`src/rtl/alu_shift_sequencer_pkg.sv`:
```
// Shared definitions for the multi-cycle shift sequencer.
// The ALU control logic imports the same op encodings to drive the op input.
package alu_shift_sequencer_pkg;

  // Shift type encodings; 2'b11 is reserved and shifts like SRL
  localparam logic [1:0] OP_SRL = 2'b00;
  localparam logic [1:0] OP_SLL = 2'b01;
  localparam logic [1:0] OP_SRA = 2'b10;

  // Sequencer states
  typedef enum logic [1:0] {
    ST_IDLE  = 2'b00,
    ST_SHIFT = 2'b01,
    ST_DONE  = 2'b10
  } state_t;

endpackage

```
`src/rtl/alu_shift_sequencer_shift_step.sv`:
```
// Single-step shifter: moves the data word by 4 or by 1 bit position.
// SRL and the reserved op fill with zeros from the top, SLL fills with
// zeros from the bottom, SRA fills from the top with the supplied sign bit.
module shift_step
  import alu_shift_sequencer_pkg::*;
#(
  parameter int N = 32
) (
  input  logic [N-1:0] data_in,
  input  logic [1:0]   op,
  input  logic         by4,
  input  logic         sign_bit,
  output logic [N-1:0] data_out
);

  // Pick the shifted word for the requested direction, distance and fill
  always_comb begin
    data_out = data_in;
    case (op)
      OP_SLL: begin
        if (by4) data_out = {data_in[N-5:0], 4'b0000};
        else     data_out = {data_in[N-2:0], 1'b0};
      end
      OP_SRA: begin
        if (by4) data_out = {{4{sign_bit}}, data_in[N-1:4]};
        else     data_out = {sign_bit, data_in[N-1:1]};
      end
      default: begin
        if (by4) data_out = {4'b0000, data_in[N-1:4]};
        else     data_out = {1'b0, data_in[N-1:1]};
      end
    endcase
  end

endmodule

```
`src/rtl/alu_shift_sequencer.sv`:
```
// Multi-cycle shift controller beside the lab ALU. A start loads the
// operand, shift amount and type, then one shift_step per cycle (by 4
// while at least 4 positions remain, else by 1) walks the data register
// to the final result. Z is the data register itself; done pulses once.
module alu_shift_sequencer
  import alu_shift_sequencer_pkg::*;
#(
  parameter int N   = 32,
  parameter int SHW = 5
) (
  input  logic           clk,
  input  logic           rst,
  input  logic           start,
  input  logic [N-1:0]   A,
  input  logic [SHW-1:0] shamt,
  input  logic [1:0]     op,
  output logic           busy,
  output logic           done,
  output logic [N-1:0]   Z
);

  state_t         state_q, state_d;
  logic [N-1:0]   data_q, data_d;
  logic [SHW-1:0] rem_q, rem_d;
  logic [1:0]     op_q, op_d;
  logic           busy_q, busy_d;
  logic           done_q, done_d;

  logic           by4;
  logic [N-1:0]   step_out;

  // Take the big step whenever at least four positions are still owed
  assign by4 = (rem_q >= SHW'(4));

  // During SRA the top bit of the data register is always the original
  // sign bit, since every step refills it with itself
  shift_step #(.N(N)) u_step (
    .data_in  (data_q),
    .op       (op_q),
    .by4      (by4),
    .sign_bit (data_q[N-1]),
    .data_out (step_out)
  );

  // Next-state, datapath and registered-output decode
  always_comb begin
    state_d = state_q;
    data_d  = data_q;
    rem_d   = rem_q;
    op_d    = op_q;
    busy_d  = 1'b0;
    done_d  = 1'b0;
    case (state_q)
      ST_SHIFT: begin
        data_d = step_out;
        rem_d  = by4 ? (rem_q - SHW'(4)) : (rem_q - SHW'(1));
        if (rem_d == '0) begin
          state_d = ST_DONE;
          done_d  = 1'b1;
        end else begin
          busy_d = 1'b1;
        end
      end
      default: begin
        // IDLE and DONE both accept a new request
        if (start) begin
          data_d = A;
          rem_d  = shamt;
          op_d   = op;
          if (shamt != '0) begin
            state_d = ST_SHIFT;
            busy_d  = 1'b1;
          end else begin
            state_d = ST_DONE;
            done_d  = 1'b1;
          end
        end else begin
          state_d = ST_IDLE;
        end
      end
    endcase
  end

  // State and datapath registers; reset aborts any shift in flight
  always_ff @(posedge clk or posedge rst) begin
    if (rst) begin
      state_q <= ST_IDLE;
      data_q  <= '0;
      rem_q   <= '0;
      op_q    <= OP_SRL;
      busy_q  <= 1'b0;
      done_q  <= 1'b0;
    end else begin
      state_q <= state_d;
      data_q  <= data_d;
      rem_q   <= rem_d;
      op_q    <= op_d;
      busy_q  <= busy_d;
      done_q  <= done_d;
    end
  end

  assign busy = busy_q;
  assign done = done_q;
  assign Z    = data_q;

endmodule

```
`config.mk`:
```
export PLATFORM = sky130hd
export DESIGN_NAME = alu_shift_sequencer
export DESIGN_NICKNAME = d
export VERILOG_FILES = /design/src/rtl/alu_shift_sequencer_pkg.sv /design/src/rtl/alu_shift_sequencer_shift_step.sv /design/src/rtl/alu_shift_sequencer.sv
export SDC_FILE = /design/constraint.sdc
export NUM_CORES = 1
export LEC_CHECK = 0
export BUFFER_PORTS_ARGS = -buffer_cell sky130_fd_sc_hd__clkbuf_2
export CORE_MARGIN = 4
export CORE_UTILIZATION = 45
export DETAILED_ROUTE_END_ITERATION = 10
export PLACE_DENSITY = 0.69
export REMOVE_ABC_BUFFERS = 1
export SYNTH_ARGS = -nofsm -noshare
export SYNTH_HDL_FRONTEND = slang
export SYNTH_HIERARCHICAL = 1
export SYNTH_SLANG_ARGS = --single-unit
```
`constraint.sdc`:
```
create_clock -name clk -period 2.3 [get_ports clk]
set_input_delay 0.46 -clock clk [delete_from_list [all_inputs] [get_ports clk]]
set_output_delay 0.46 -clock clk [all_outputs]
set_load 0.005 [all_outputs]
```
Word-level counts from Yosys, hierarchy flattened

Index checks and enable logic that the tools add are counted.

Flip-flop bits (word level): 43
Input port bits: 42

Multiplexer cells: 21
Bitwise gates (word level): 1
Add/sub/neg operators: 2
Equal/unequal tests: 5
Reduce and logical (&&, ||, !) cells: 5
Magnitude comparators: 1

Operators by type and width:

| cell                | number |
|---|---|
| $mux 32             | 3 |
| $pmux 32 s2         | 1 |
| $mux 31             | 1 |
| $mux 30             | 1 |
| $mux 5              | 3 |
| $mux 1              | 8 |
| $mux 2              | 4 |
| $ge 5x3->1 const B  | 1 |
| $logic_not 5->1     | 1 |
| $reduce_bool 5->1   | 1 |
| $sub 5x1->5 const B | 1 |
| $sub 5x3->5 const B | 1 |
| $eq 2x1->1 const B  | 2 |
| $ne 2x2->1 const B  | 2 |
| $reduce_and 2->1    | 2 |
| $eq 2x2->1 const B  | 1 |
| $reduce_bool 2->1   | 1 |
| $not 1->1           | 1 |

Longest topological paths before layout

Gate-level depths: netlist of the first run.

Depth after elaboration: 5
Mapped depth: 10
Mapped depth without buffers: 9

By module

The synthesis of the first run kept the hierarchy.

By module, submodules not included:

| module              | cells an instance | area an instance (µm²) | instances | sequential area each (µm²) |
|---|---|---|---|---|
| alu_shift_sequencer | 201               | 2079.5                 | 1         | 1076.0 |
| shift_step          | 147               | 1008.5                 | 1         | 0.0 |

Least setup slack after synthesis of the first run

Ideal clock, no wire load.

Kind: flip-flop to flip-flop
Start: register rem_q[2]
End: register data_q[10] (netlist: Z[10])
Data arrival time: 1.879 ns
Path slack: 0.287 ns
Cell stages (with the launch flop): 10
Path buffers: 2
Path through: dfrtp_1 ha_1 a2111oi_4 inv_2 buf_6 buf_2 a21oi_1 o22ai_2 nand2_1 o21ai_0

Longest elaborated chain between the ends: 4
Elaborated cells on any way between the ends: 6

Ends and longest elaborated chain:

| element                         | line                                 | source |
|---|---|---|
| start: declaration              | alu_shift_sequencer.sv:24            | `logic [SHW-1:0] rem_q, rem_d;` |
| start signal: assignment        | alu_shift_sequencer.sv:96            | `rem_q <= rem_d;` |
| $ge 5x3->1 (*)                  | alu_shift_sequencer.sv:33            | `assign by4 = (rem_q >= SHW'(4));` |
| via by4                         | alu_shift_sequencer.sv:29            | `logic by4;` |
| $mux 31 (tied with other cells) | alu_shift_sequencer_shift_step.sv:29 | `if (by4) data_out = {4'b0000, data_in[N-1:4]};` |
| $pmux 32 s2 (*)                 | alu_shift_sequencer_shift_step.sv:19 | `case (op)` |
| via step_out[10]                | alu_shift_sequencer.sv:30            | `logic [N-1:0] step_out;` |
| $mux 32 (*)                     | alu_shift_sequencer.sv:53            | `case (state_q)` |
| end signal: assignment          | alu_shift_sequencer.sv:95            | `data_q <= data_d;` |
| end: declaration                | alu_shift_sequencer.sv:23            | `logic [N-1:0] data_q, data_d;` |

Mark *: on every way through the listed nets, which the timed path passes. The rest lies on a longest branch.
A chain may end at the register's enable or synchronous reset.

Final worst setup path of the first run

Start: register rem_q[0]
End: register data_q[27] (netlist: Z[27])

Same word-level chain as after synthesis.

==> insert_results.sql, run 1 <==
INSERT INTO impl_metrics (metric_group, metric, value, unit) VALUES
('floorplanning', 'die_w', '90.84', 'µm'),
('run', 'maxCapViolCount', '0', ''),
('setup_path', 'kind_of_critical_path', 'reg2reg', ''),
('logic_synthesis', 'synth_sequential_area_ratio', '34.85', '%'),
('cts', 'cts-root-buf', 'clkbuf_8', ''),
('floorplanning', 'coreArea', '6495', 'µm²'),
('timing', 'timing.final.max_slew_violations', '0', ''),
('grt', 'first_pass_grt_wire_length', '13360', 'µm'),
('layout', 'diodes', '0', ''),
('routing', 'vias', '2803', ''),
('layout', 'stdcell_count', '497', ''),
('logic_synthesis', 'synthCells', '348', ''),
('setup_path', 'crit_chain', 'inv_2 > ha_4 > a2111oi_4 > bufinv_8 > buf_4 > nor2b_1 > a21oi_1 > o22ai_1 > nand2_1 > o21ai_0', ''),
('setup_path', 'cp_max_fo', '17', ''),
('placed_design', 'hpwl', '5765', 'µm'),
('cts', 'worst_skew_pair.late_latency', '300', 'ps'),
('layout', 'fraction_of_layout_cells_with_a_size_suffix_above_1', '32.62', '%'),
('timing', 'period_share', '94.22', '%'),
('cts', 'max-clock-path-buffers', '2', ''),
('logic_synthesis', 'post-synth-top-area-fraction', '34.85', '%'),
('pwr', 'power-per-cell-area', '1373', 'nW/µm²'),
('setup_path', 'ff2ff_setup_slack', '130', 'ps'),
('logic_synthesis', 'synth_enable_flop_cells', '0', ''),
('setup_path', 'ff2ff_path_depth', '10', ''),
('pwr', 'vdd_drop_max', '1.194', 'mV'),
('logic_synthesis', 'yosysWarningCount', '6', ''),
('routing', 'per_cell_via_count_in_the_routed_design', '5.640', ''),
('logic_synthesis', 'synth_top_cells_by_area', 'dfrtp_1, mux2i_1, a21oi_1', ''),
('setup_path', 'setup.worst_path.end', 'Z[27]$_DFFE_PP0P_', ''),
('cts', 'post_cts_hold_buffer_count', '0', ''),
('run_status', 'status', 'finished clean', ''),
('grt', 'largest_net_degree_at_the_start_of_global_routing', '58', ''),
('layout', 'nFillCells', '602', ''),
('setup_path', 'cp-startpoint', 'rem_q[0]$_DFFE_PP0P_', ''),
('setup_path', 'timing.rr.end', 'Z[27]$_DFFE_PP0P_', ''),
('cts', 'clock-sinks', '43', ''),
('cts', 'cts_tree', 'built', ''),
('placed_design', 'place.port_buffers', '75', ''),
('cts', 'path_clk_slew', '80', 'ps'),
('logic_synthesis', 'synth.lib_cells_used.distinct', '36', ''),
('setup_path', 'crit-reg2reg-launch', 'rem_q[0]$_DFFE_PP0P_', ''),
('cts', 'cts_buffers', '5', ''),
('routing', 'detailedRoute.firstIterationViolations', '178', ''),
('pwr', 'lkg_pwr', '1.696', 'nW'),
('routing', 'drt_first_pass_iters', '4', ''),
('floorplanning', 'floorplan.rows', '29', ''),
('timing', 'timing.final.hold_violations', '0', ''),
('timing', 'worst_slew_pin_slew', '486.1', 'ps'),
('setup_path', 'critical-path-max-stage-delay', '430', 'ps'),
('setup_path', 'timing.critical_path.to_type', 'register', ''),
('logic_synthesis', 'postSynthAreaPerCell', '8.873', 'µm²'),
('cts', 'cts-htree-levels', '2', ''),
('routing', 'routed_wirelength', '7958', 'µm'),
('timing', 'timing.max_slew.rel_slack', '67.52', '%'),
('logic_synthesis', 'async_flop_share', '100.0', '%'),
('timing', 'finalWorstPathRequiredPeriod', '2167', 'ps'),
('layout', 'layout.cells.most_common_list', 'clkbuf_2, a21oi_1, dfrtp_1, nand2_1, mux2i_1', ''),
('placed_design', 'placedCellCount', '487', ''),
('timing', 'setup_total_negative_slack', '0', 'ps'),
('floorplanning', 'initial_core_util', '47.54', '%'),
('setup_path', 'cp.arrival', '2390', 'ps'),
('hold_path', 'min-delay-path-class', 'in2async', ''),
('grt', 'first_global_vias', '2835', ''),
('logic_synthesis', 'flip_flop_and_latch_count_after_synthesis', '43', ''),
('timing', 'setup_viol', '0', ''),
('floorplanning', 'die_height', '90.84', 'µm'),
('routing', 'routed_wire_length_per_instance', '16.01', 'µm'),
('layout', 'multi_input_comb_area', '1883', 'µm²'),
('routing', 'final_antenna_net_count', '0', ''),
('setup_path', 'max_stage_delay_cell_worst_path', 'dfrtp_1', ''),
('layout', 'area_growth', '20.50', '%');
where the power goes:
part / total (mW) / switching, mW / internal (mW) / leakage [nW]
logic: 3.12 / 1.73 / 1.39 / 1.09
registers: 1.45 / 0.387 / 1.06 / 0.551
clock network: 0.538 / 0.264 / 0.274 / 0.0515
total: 5.11 / 2.38 / 2.73 / 1.70
cells in the mapped netlist, types with 3 or more instances:
master and n:
a21oi_1 49, buf_2 13, buf_4 4, buf_6 4, clkbuf_1 4, dfrtp_1 43
ha_1 7, inv_1 7, mux2i_1 41, nand2_1 43, nand2b_1 4, nand3_1 4
nand3b_1 3, nor2_1 4, nor2b_1 28, o211ai_1 4, o21ai_0 37, o21ai_1 3
o22ai_1 9, o22ai_2 16
per-stage QoR:
| stage | util [%] | power, mW | cell area (µm²) | worst slack, ps | hold WS [ps] |
|---|---|---|---|---|---|
| after floorplan | - | 3.409 | 2925 | -1162 | 499.8 |
| after global placement | 54.46 | 4.342 | 3537 | 184.4 | 477.4 |
| after detailed placement | 54.46 | 4.427 | 3537 | 122.0 | 484.9 |
| after CTS | 56.00 | 4.976 | 3637 | 95.26 | 162.2 |
| after global routing | 57.29 | 5.532 | 3721 | -2.784 | 185.2 |
| final | 57.29 | 5.107 | 3721 | 132.8 | 152.4 |
flip-flops by register name, indices dropped and copies added (netlist names):
| signal | cells |
|---|---|
| op_q | 2 |
| done | 1 |
| Z | 32 |
| busy | 1 |
| rem_q | 5 |
| state_q | 2 |
kinds of logic (layout without fill, tap and decap cells):
group                      Yosys count  after routing  synth area share, %
adders and majority gates            7              7                2.836
muxes                               43             43                14.02
AOI/OAI and AO/OA                  127            127                26.62
DFF                                 43             43                34.85
buffers and inverters               35            107                6.240
and+or+nand+nor                     93             93                15.44
worst min-delay path by stage:
stage / start / endpoint / slack [ps] / cells past startpoint
after floorplan: rem_q[1]$_DFFE_PP0P_ / rem_q[1]$_DFFE_PP0P_ / 500 / 2
after detailed placement: rst / state_q[0]$_DFFE_PP0P_ / 480 / 3
final: rst / state_q[0]$_DFFE_PP0P_ / 150 / 3
after global routing: rst / state_q[0]$_DFFE_PP0P_ / 190 / 3
after global placement: rst / Z[24]$_DFFE_PP0P_ / 480 / 3
after CTS: rst / Z[24]$_DFFE_PP0P_ / 160 / 3
layout make-up:
class,instances,area share [%]
Multi-Input combinational cell,270,50.61
Sequential cell,43,28.92
Clock buffer,8,2.690
Inverter,8,1.177
Timing Repair Buffer,91,14.02
Tap cell,77,2.589
routing by layer:
| metal | global-route usage, % | vias up | wire length, µm |
|---|---|---|---|
| met5 | 0 | - | 0 |
| met2 | 33.11 | 86 | 3778 |
| met4 | 4.397 | 0 | 62 |
| met3 | 4.000 | 5 | 473 |
| li1 | - | 1388 | - |
| met1 | 25.29 | 1324 | 3644 |
worst max-delay path: cells and delay by family (launching register included):
kind | cells | cell delay [ps]
AO/OA/AOI/OAI | 4 | 700
adder cells (fa/ha/maj) | 1 | 170
buffers and inverters | 3 | 540
flip-flops | 1 | 430
AND/OR/NAND/NOR | 2 | 270
repair_timing:
item | in CTS | in global routing
gates resized for setup | 0 | 23
setup buffers | 0 | 2
setup endpoints to repair | 0 | 26
Power figures use the tool's default switching activity.
==> inputs of run 2 (changes only) <==
--- a/config.mk
+++ b/config.mk
@@ -5,11 +5,12 @@
 export SDC_FILE = /design/constraint.sdc
 export NUM_CORES = 1
 export LEC_CHECK = 0
+export ABC_AREA = 1
 export BUFFER_PORTS_ARGS = -buffer_cell sky130_fd_sc_hd__clkbuf_2
 export CORE_MARGIN = 4
 export CORE_UTILIZATION = 45
 export DETAILED_ROUTE_END_ITERATION = 10
-export PLACE_DENSITY = 0.69
+export PLACE_DENSITY = 0.72
 export REMOVE_ABC_BUFFERS = 1
 export SYNTH_ARGS = -nofsm -noshare
 export SYNTH_HDL_FRONTEND = slang
==> constraint.sdc (replaced) <==
create_clock -name clk -period 1.7 [get_ports clk]
set_input_delay 0.34 -clock clk [delete_from_list [all_inputs] [get_ports clk]]
set_output_delay 0.34 -clock clk [all_outputs]
set_load 0.005 [all_outputs]
==> run 2 against run 1 <==
Cell area is 5.1% higher. Critical path depth is 2 higher. Power increased by 43%. Wire length grew 12%. Clock power up 36%. Sequential share of layout area decreased by 1.4 points. Register-to-register slack worse by 80 ps. Fmax rose by 32%. Final cell count rose by 29%. Critical endpoint unchanged.
==> insert_results.sql, run 2 <==
INSERT INTO impl_metrics (metric_group, metric, value, unit) VALUES
('logic_synthesis', 'yosysTopAreaCell', 'dfrtp_1', ''),
('layout', 'regArea', '1076', 'µm²'),
('cts', 'max-clock-path-buffers', '2', ''),
('routing', 'drcViolationCount', '0', ''),
('logic_synthesis', 'yosysWarningCount', '6', ''),
('logic_synthesis', 'synthCells', '475', ''),
('floorplanning', 'floorplan.rows', '29', ''),
('logic_synthesis', 'largest_family_of_logic_cells_by_synthesized_area', 'simple AND/OR/NAND/NOR gates', ''),
('logic_synthesis', 'post_synth_xor_area_fraction', '0.2835', '%'),
('cts', 'post_cts_hold_buffer_count', '0', ''),
('setup_path', 'timing.critical_path.required', '1890', 'ps'),
('logic_synthesis', 'synth_enable_flop_cells', '0', ''),
('grt', 'grt_use_met2', '37.43', '%'),
('pwr', 'total_power', '7.318', 'mW'),
('logic_synthesis', 'synth_flop_cell', 'dfrtp_1', ''),
('floorplanning', 'die_height', '90.86', 'µm'),
('logic_synthesis', 'post-synth-top-area-fraction', '34.83', '%'),
('run', 'maxCapViolCount', '0', ''),
('cts', 'cts-htree-levels', '2', ''),
('timing', 'worst_slew_pin_slew', '562.0', 'ps'),
('grt', 'initial_antenna_violation_count', '0', ''),
('placed_design', 'hpwl', '6334', 'µm'),
('logic_synthesis', 'fraction_of_the_mapped_netlist_area_in_simple_logic_gates', '42.08', '%'),
('floorplanning', 'coreArea', '6495', 'µm²'),
('logic_synthesis', 'synth_top_cells_by_area', 'dfrtp_1, nand2_1, nand3_1', ''),
('cts', 'cts_buffers', '5', ''),
('floorplanning', 'initial_core_util', '47.56', '%'),
('timing', 'maxClockFrequency', '607.4', 'MHz'),
('timing', 'unrepaired_setup_endpoints_after_global_routing', 'yes', ''),
('logic_synthesis', 'yosys.area_share.adder', '2.835', '%'),
('grt', 'grt_overflow', '0', ''),
('pwr', 'power_report.internal_total', '3.775', 'mW'),
('layout', 'multi_input_comb_area', '1789', 'µm²'),
('grt', 'globalRoute.busiestLayer', 'met2', ''),
('setup_path', 'cp_max_fo', '5', ''),
('timing', 'timing.max_slew.rel_slack', '62.53', '%'),
('hold_path', 'min-delay-path-class', 'in2async', ''),
('routing', 'detailedRoute.firstIterationViolations', '260', ''),
('cts', 'worst_skew_pair.late_latency', '300', 'ps'),
('setup_path', 'cp.arrival', '1840', 'ps'),
('layout', 'layout.cells.most_common', 'nand2_1', ''),
('layout', 'area_growth', '26.57', '%'),
('logic_synthesis', 'synth_compound_gate_area_share', '10.29', '%'),
('pwr', 'vdd_drop_max', '0.6806', 'mV'),
('routing', 'routed_wire_length_per_instance', '13.99', 'µm'),
('grt', 'grt.met1_usage', '28.18', '%'),
('timing', 'setup_viol', '0', ''),
('cts', 'cts-root-buf', 'clkbuf_8', ''),
('grt', 'global_route.usage.total', '21.81', '%'),
('run_status', 'status', 'finished clean', ''),
('timing', 'timing.final.hold_violations', '0', ''),
('timing', 'period_share', '96.85', '%'),
('floorplanning', 'io_pins', '76', ''),
('setup_path', 'timing.critical_path.to_type', 'register', ''),
('logic_synthesis', 'async_flop_share', '100.0', '%'),
('layout', 'fraction_of_layout_cells_with_a_size_suffix_above_1', '25.98', '%'),
('pwr', 'power.share.combinational', '64.5', '%'),
('setup_path', 'kind_of_critical_path', 'reg2reg', ''),
('routing', 'routed_wirelength', '8942', 'µm'),
('pwr', 'swShare', '48.42', '%'),
('routing', 'per_cell_via_count_in_the_routed_design', '5.307', ''),
('pwr', 'switching_power', '3.543', 'mW'),
('grt', 'met3_use_gr', '3.250', '%'),
('layout', 'layout.cells.most_common_list', 'nand2_1, clkbuf_2, dfrtp_1', ''),
('logic_synthesis', 'synth_sequential_area_ratio', '34.83', '%'),
('grt', 'first_pass_grt_wire_length', '15100', 'µm'),
('pwr', 'clock_power_share', '10.0', '%'),
('logic_synthesis', 'yosys-mux-area-fraction', '0', '%'),
('pwr', 'sequentialPowerShare', '25.5', '%'),
('grt', 'first_global_vias', '3288', ''),
('floorplanning', 'dieArea', '8255', 'µm²'),
('timing', 'timing.final.max_slew_violations', '0', ''),
('logic_synthesis', 'synth.top_cells.by_count', 'nand2_1, dfrtp_1, nand3_1', ''),
('cts', 'path_clk_slew', '80', 'ps'),
('layout', 'nFillCells', '611', ''),
('floorplanning', 'die_w', '90.86', 'µm'),
('placed_design', 'placedCellCount', '624', ''),
('routing', 'drt_first_pass_iters', '5', ''),
('layout', 'final_core_util', '60.20', '%'),
('timing', 'finalWorstPathRequiredPeriod', '1646', 'ps'),
('grt', 'largest_net_degree_at_the_start_of_global_routing', '44', ''),
('routing', 'vias', '3391', ''),
('cts', 'cts_tree', 'built', ''),
('logic_synthesis', 'post-synth-top-count-cell', 'nand2_1', ''),
('setup_path', 'worstSetupStartpointType', 'register', ''),
('logic_synthesis', 'synthesis.area', '3089', 'µm²'),
('layout', 'nNetsFinal', '610', ''),
('layout', 'stdcell_count', '639', ''),
('logic_synthesis', 'synth.lib_cells_used.distinct', '28', ''),
('pwr', 'power-per-cell-area', '1872', 'nW/µm²'),
('cts', 'clock-sinks', '43', ''),
('logic_synthesis', 'postSynthAreaPerCell', '6.504', 'µm²'),
('layout', 'number_of_flip_flops_in_the_largest_register', '32', ''),
('routing', 'final_antenna_net_count', '0', ''),
('pwr', 'lkg_pwr', '2.070', 'nW'),
('placed_design', 'finalWeightedCongestion', '0.8791', ''),
('timing', 'worst_clock_skew', '4.965', 'ps'),
('layout', 'diodes', '0', ''),
('placed_design', 'place.port_buffers', '75', ''),
('logic_synthesis', 'flip_flop_and_latch_count_after_synthesis', '43', '');
## run 2: cell type report
cell class / instances / area share [%]
Inverter: 33 / 3.360
Multi-Input combinational cell: 375 / 45.76
Sequential cell: 43 / 27.52
Tap cell: 77 / 2.464
Timing Repair Buffer: 103 / 18.34
Clock buffer: 8 / 2.560
## run 2: metrics by stage
stage	hold WS (ps)	setup WS, ps	area, µm²	TNS [ps]
floorplan	456.6	-452.9	2914	-15510
global placement	490.1	50.44	3618	0
detailed placement	498.9	13.24	3618	0
CTS	173.9	16.21	3721	0
global route	204.8	-52.97	3910	-455.9
finish	153.6	53.54	3910	0
## run 2: logic make-up (layout without fill, tap and decap cells)
group                    count (synthesis)  in the layout
AO/OA/AOI/OAI                           58             58
AND/OR/NAND/NOR                        309            309
adder cells (fa/ha/maj)                  7              7
buffers and inverters                   57            144
flip-flops                              43             43
XOR/XNOR                                 1              1
## run 2: per-layer routing
layer / vias to the layer above / part of all wire [%]
met5: - / 0
met4: 0 / 1.0
met3: 12 / 6.4
met2: 140 / 48
met1: 1554 / 44
li1: 1685 / -
## run 2: power groups by stage
stage	registers (mW)	clock network, mW	logic [mW]
after global routing	1.92	0.794	5.28
after detailed placement	1.85	0	4.22
after floorplan	1.78	0	2.46
final	1.86	0.732	4.72
after global placement	1.83	0	4.16
after CTS	1.83	0.757	4.24
## run 2: worst max-delay path: stages (launching register included)
cell and delay (ps):
dfrtp_1 410, inv_2 90, ha_4 150, nand2_4 50, nand3_4 140, inv_8 70
clkbuf_16 150, nand2_1 90, nand2_1 70, nand2_1 60, nand3_1 90, nand2_1 90
nand3_1 70
## run 2: what timing repair did
action | CTS | global route
setup endpoints to repair | 2 | 35
pin swaps | 0 | 5
buffers inserted | 0 | 4
cloned | 0 | 3
gates resized for setup | 1 | 46
## run 2: worst paths after layout
| kind | startpoint | end | slack (ps) | depth (start not counted) |
|---|---|---|---|---|
| setup / recovery | rem_q[0]$_DFFE_PP0P_ | Z[27]$_DFFE_PP0P_ | 50 | 12 |
| hold / removal | rst | rem_q[1]$_DFFE_PP0P_ | 150 | 3 |
| hold reg to reg | op_q[1]$_DFFE_PP0P_ | op_q[1]$_DFFE_PP0P_ | 510 | 2 |
| max in group asynchronous | rst | Z[22]$_DFFE_PP0P_ | 1160 | 3 |
| setup reg to reg | rem_q[0]$_DFFE_PP0P_ | Z[27]$_DFFE_PP0P_ | 50 | 12 |
| min in group clk | op[0] | op_q[0]$_DFFE_PP0P_ | 240 | 3 |
==> inputs of run 3 (changes only) <==
--- a/config.mk
+++ b/config.mk
@@ -5,12 +5,14 @@
 export SDC_FILE = /design/constraint.sdc
 export NUM_CORES = 1
 export LEC_CHECK = 0
-export ABC_AREA = 1
+export ABC_AREA = 0
 export BUFFER_PORTS_ARGS = -buffer_cell sky130_fd_sc_hd__clkbuf_2
+export CELL_PAD_IN_SITES_DETAIL_PLACEMENT = 1
+export CELL_PAD_IN_SITES_GLOBAL_PLACEMENT = 1
 export CORE_MARGIN = 4
-export CORE_UTILIZATION = 45
+export CORE_UTILIZATION = 36
 export DETAILED_ROUTE_END_ITERATION = 10
-export PLACE_DENSITY = 0.72
+export PLACE_DENSITY_LB_ADDON = 0.1
 export REMOVE_ABC_BUFFERS = 1
 export SYNTH_ARGS = -nofsm -noshare
 export SYNTH_HDL_FRONTEND = slang
==> run 3 against run 2 <==
The run now ends with negative setup slack left. Critical endpoint is now Z[6]$_DFFE_PP0P_. Critical path depth down 3. Flip-flop and latch count did not move. Hold slack worse by 100 ps.
==> insert_results.sql, run 3 (same netlist as run 1, synthesis figures left out) <==
INSERT INTO impl_metrics (metric_group, metric, value, unit) VALUES
('routing', 'per_cell_via_count_in_the_routed_design', '5.533', ''),
('layout', 'diodes', '0', ''),
('timing', 'setup_viol', '39', ''),
('pwr', 'swShare', '46.77', '%'),
('placed_design', 'dp_slack', '-320.2', 'ps'),
('cts', 'clock-sinks', '43', ''),
('cts', 'max-clock-path-buffers', '2', ''),
('floorplanning', 'coreArea', '8299', 'µm²'),
('layout', 'nNetsFinal', '493', ''),
('grt', 'initial_antenna_violation_count', '0', ''),
('layout', 'layout.cells.most_common_list', 'clkbuf_2, dfrtp_1, nand2_1', ''),
('timing', 'setup_ws', '-393.3', 'ps'),
('cts', 'path_clk_slew', '90', 'ps'),
('pwr', 'lkg_pwr', '2.011', 'nW'),
('routing', 'final_antenna_net_count', '0', ''),
('timing', 'timing.max_slew.rel_slack', '77.51', '%'),
('layout', 'final_design_area_no_fill', '4641', 'µm²'),
('timing', 'finalWorstPathRequiredPeriod', '2093', 'ps'),
('setup_path', 'timing.critical_path.to_type', 'register', ''),
('cts', 'cts_buffers', '5', ''),
('floorplanning', 'initial_core_util', '37.21', '%'),
('timing', 'worst_slew_pin_slew', '337.3', 'ps'),
('grt', 'largest_net_degree_at_the_start_of_global_routing', '49', ''),
('layout', 'final_core_util', '55.92', '%'),
('pwr', 'clock_power_share', '7.1', '%'),
('pwr', 'power_report.internal_total', '5.014', 'mW'),
('layout', 'stdcell_count', '550', ''),
('cts', 'worst_skew_pair.late_latency', '290', 'ps'),
('routing', 'vias', '3043', ''),
('cts', 'cts-root-buf', 'clkbuf_8', ''),
('pwr', 'power.share.combinational', '71.0', '%'),
('setup_path', 'cp.arrival', '2270', 'ps'),
('pwr', 'vdd_drop_max', '0.9174', 'mV'),
('run', 'maxCapViolCount', '0', ''),
('timing', 'setup_total_negative_slack', '-11510', 'ps'),
('routing', 'routed_wire_length_per_instance', '19.41', 'µm'),
('timing', 'period_share', '123.1', '%'),
('placed_design', 'placedCellCount', '524', ''),
('grt', 'first_pass_grt_wire_length', '16170', 'µm'),
('placed_design', 'hpwl', '6390', 'µm'),
('placed_design', 'detailed_place.area', '3702', 'µm²'),
('placed_design', 'finalWeightedCongestion', '0.7782', ''),
('cts', 'cts-htree-levels', '2', ''),
('setup_path', 'cp_max_fo', '6', ''),
('pwr', 'switching_power', '4.405', 'mW'),
('run_status', 'status', 'complete, but fails checks', ''),
('cts', 'cts_tree', 'built', ''),
('hold_path', 'min-delay-path-class', 'in2async', ''),
('timing', 'worst_clock_skew', '5.860', 'ps'),
('timing', 'fin_hold_ws', '50.37', 'ps'),
('timing', 'timing.final.max_slew_violations', '0', ''),
('placed_design', 'place.port_buffers', '75', ''),
('setup_path', 'worstSetupStartpointType', 'register', ''),
('layout', 'fraction_of_layout_cells_with_a_size_suffix_above_1', '50.79', '%'),
('timing', 'unrepaired_setup_endpoints_after_global_routing', 'yes', ''),
('layout', 'number_of_flip_flops_in_the_largest_register', '32', ''),
('timing', 'maxClockFrequency', '477.7', 'MHz'),
('pwr', 'total_power', '9.419', 'mW'),
('routing', 'drt_first_pass_iters', '4', ''),
('grt', 'global_route.usage.total', '19.59', '%'),
('pwr', 'sequentialPowerShare', '22.0', '%'),
('setup_path', 'timing.critical_path.required', '1880', 'ps'),
('floorplanning', 'dieArea', '10120', 'µm²'),
('floorplanning', 'die_height', '100.6', 'µm'),
('pwr', 'power-per-cell-area', '2030', 'nW/µm²'),
('routing', 'detailedRoute.firstIterationViolations', '95', ''),
('floorplanning', 'floorplan.rows', '33', ''),
('setup_path', 'kind_of_critical_path', 'reg2reg', ''),
('layout', 'area_growth', '50.28', '%'),
('floorplanning', 'io_pins', '76', ''),
('grt', 'first_global_vias', '3200', ''),
('floorplanning', 'die_w', '100.6', 'µm'),
('run_status', 'violations', 'negative setup slack', ''),
('timing', 'timing.final.hold_violations', '0', ''),
('grt', 'grt_overflow', '0', ''),
('routing', 'routed_wirelength', '10680', 'µm'),
('routing', 'drcViolationCount', '0', ''),
('layout', 'layout.cells.most_common', 'clkbuf_2', '');
-- run 3: cell count changes in the layout (fill, tap and decap cells not counted), moves of 11 or more --
cell,previous run,this run
nand2_1,225,42
nand3_1,42,1
mux2i_1,0,38
nor2b_4,0,21
inv_1,23,3
o22ai_2,0,20
a21oi_1,7,22
a21oi_4,0,13
and2_1,11,0
-- run 3: final timing paths --
path | slack [ps] | from | cells past startpoint | endpoint
min | 50 | rst | 3 | Z[12]$_DFFE_PP0P_
max | -390 | rem_q[2]$_DFFE_PP0P_ | 9 | Z[6]$_DFFE_PP0P_
min reg2reg | 550 | op_q[1]$_DFFE_PP0P_ | 1 | op_q[1]$_DFFE_PP0P_
max reg2reg | -390 | rem_q[2]$_DFFE_PP0P_ | 9 | Z[6]$_DFFE_PP0P_
min in group clk | 300 | op[0] | 2 | op_q[0]$_DFFE_PP0P_
max in group asynchronous | 1430 | rst | 3 | Z[24]$_DFFE_PP0P_
-- run 3: what timing repair did --
action	CTS	global route
setup endpoints to repair	39	40
cloned	4	5
pin swaps	9	21
setup buffers	4	7
hold buffers	0	0
resized for setup	81	79
-- run 3: area by class of cell --
type | count | area, µm²
sequential | 43 | 1076
tap | 105 | 131.4
timing repair buffer | 114 | 923.4
fill | 924 | 3659
multi-input combinational | 270 | 2366
clock inverter | 3 | 15.01
clock buffer | 5 | 68.82
inverter | 8 | 43.79
timing repair inverter | 2 | 16.27
-- run 3: power by group through the flow --
stage               Combinational [mW]  Clock (mW)  Sequential (mW)
global placement                  4.39           0             1.96
detailed placement                4.49           0             1.96
floorplan                         2.66           0             1.85
global route                      7.21       0.727             2.14
CTS                               5.53       0.685             2.02
finish                            6.68       0.664             2.07
-- run 3: per-layer routing --
metal | vias up | global-route usage, % | wire (µm)
li1 | 1448 | - | -
met1 | 1516 | 25.86 | 4746
met2 | 70 | 34.68 | 5446
met3 | 9 | 2.837 | 381
met4 | 0 | 2.591 | 103
met5 | - | 0 | 0
-- run 3: critical path: stages, from the launching register on --
cell and delay, ps:
dfrtp_1 420, ha_4 180, a2111oi_4 400, bufinv_8 280, buf_12 140, clkbuf_16 160, a21oi_4 150, o22ai_2 90
nand2_1 80, o21ai_1 60
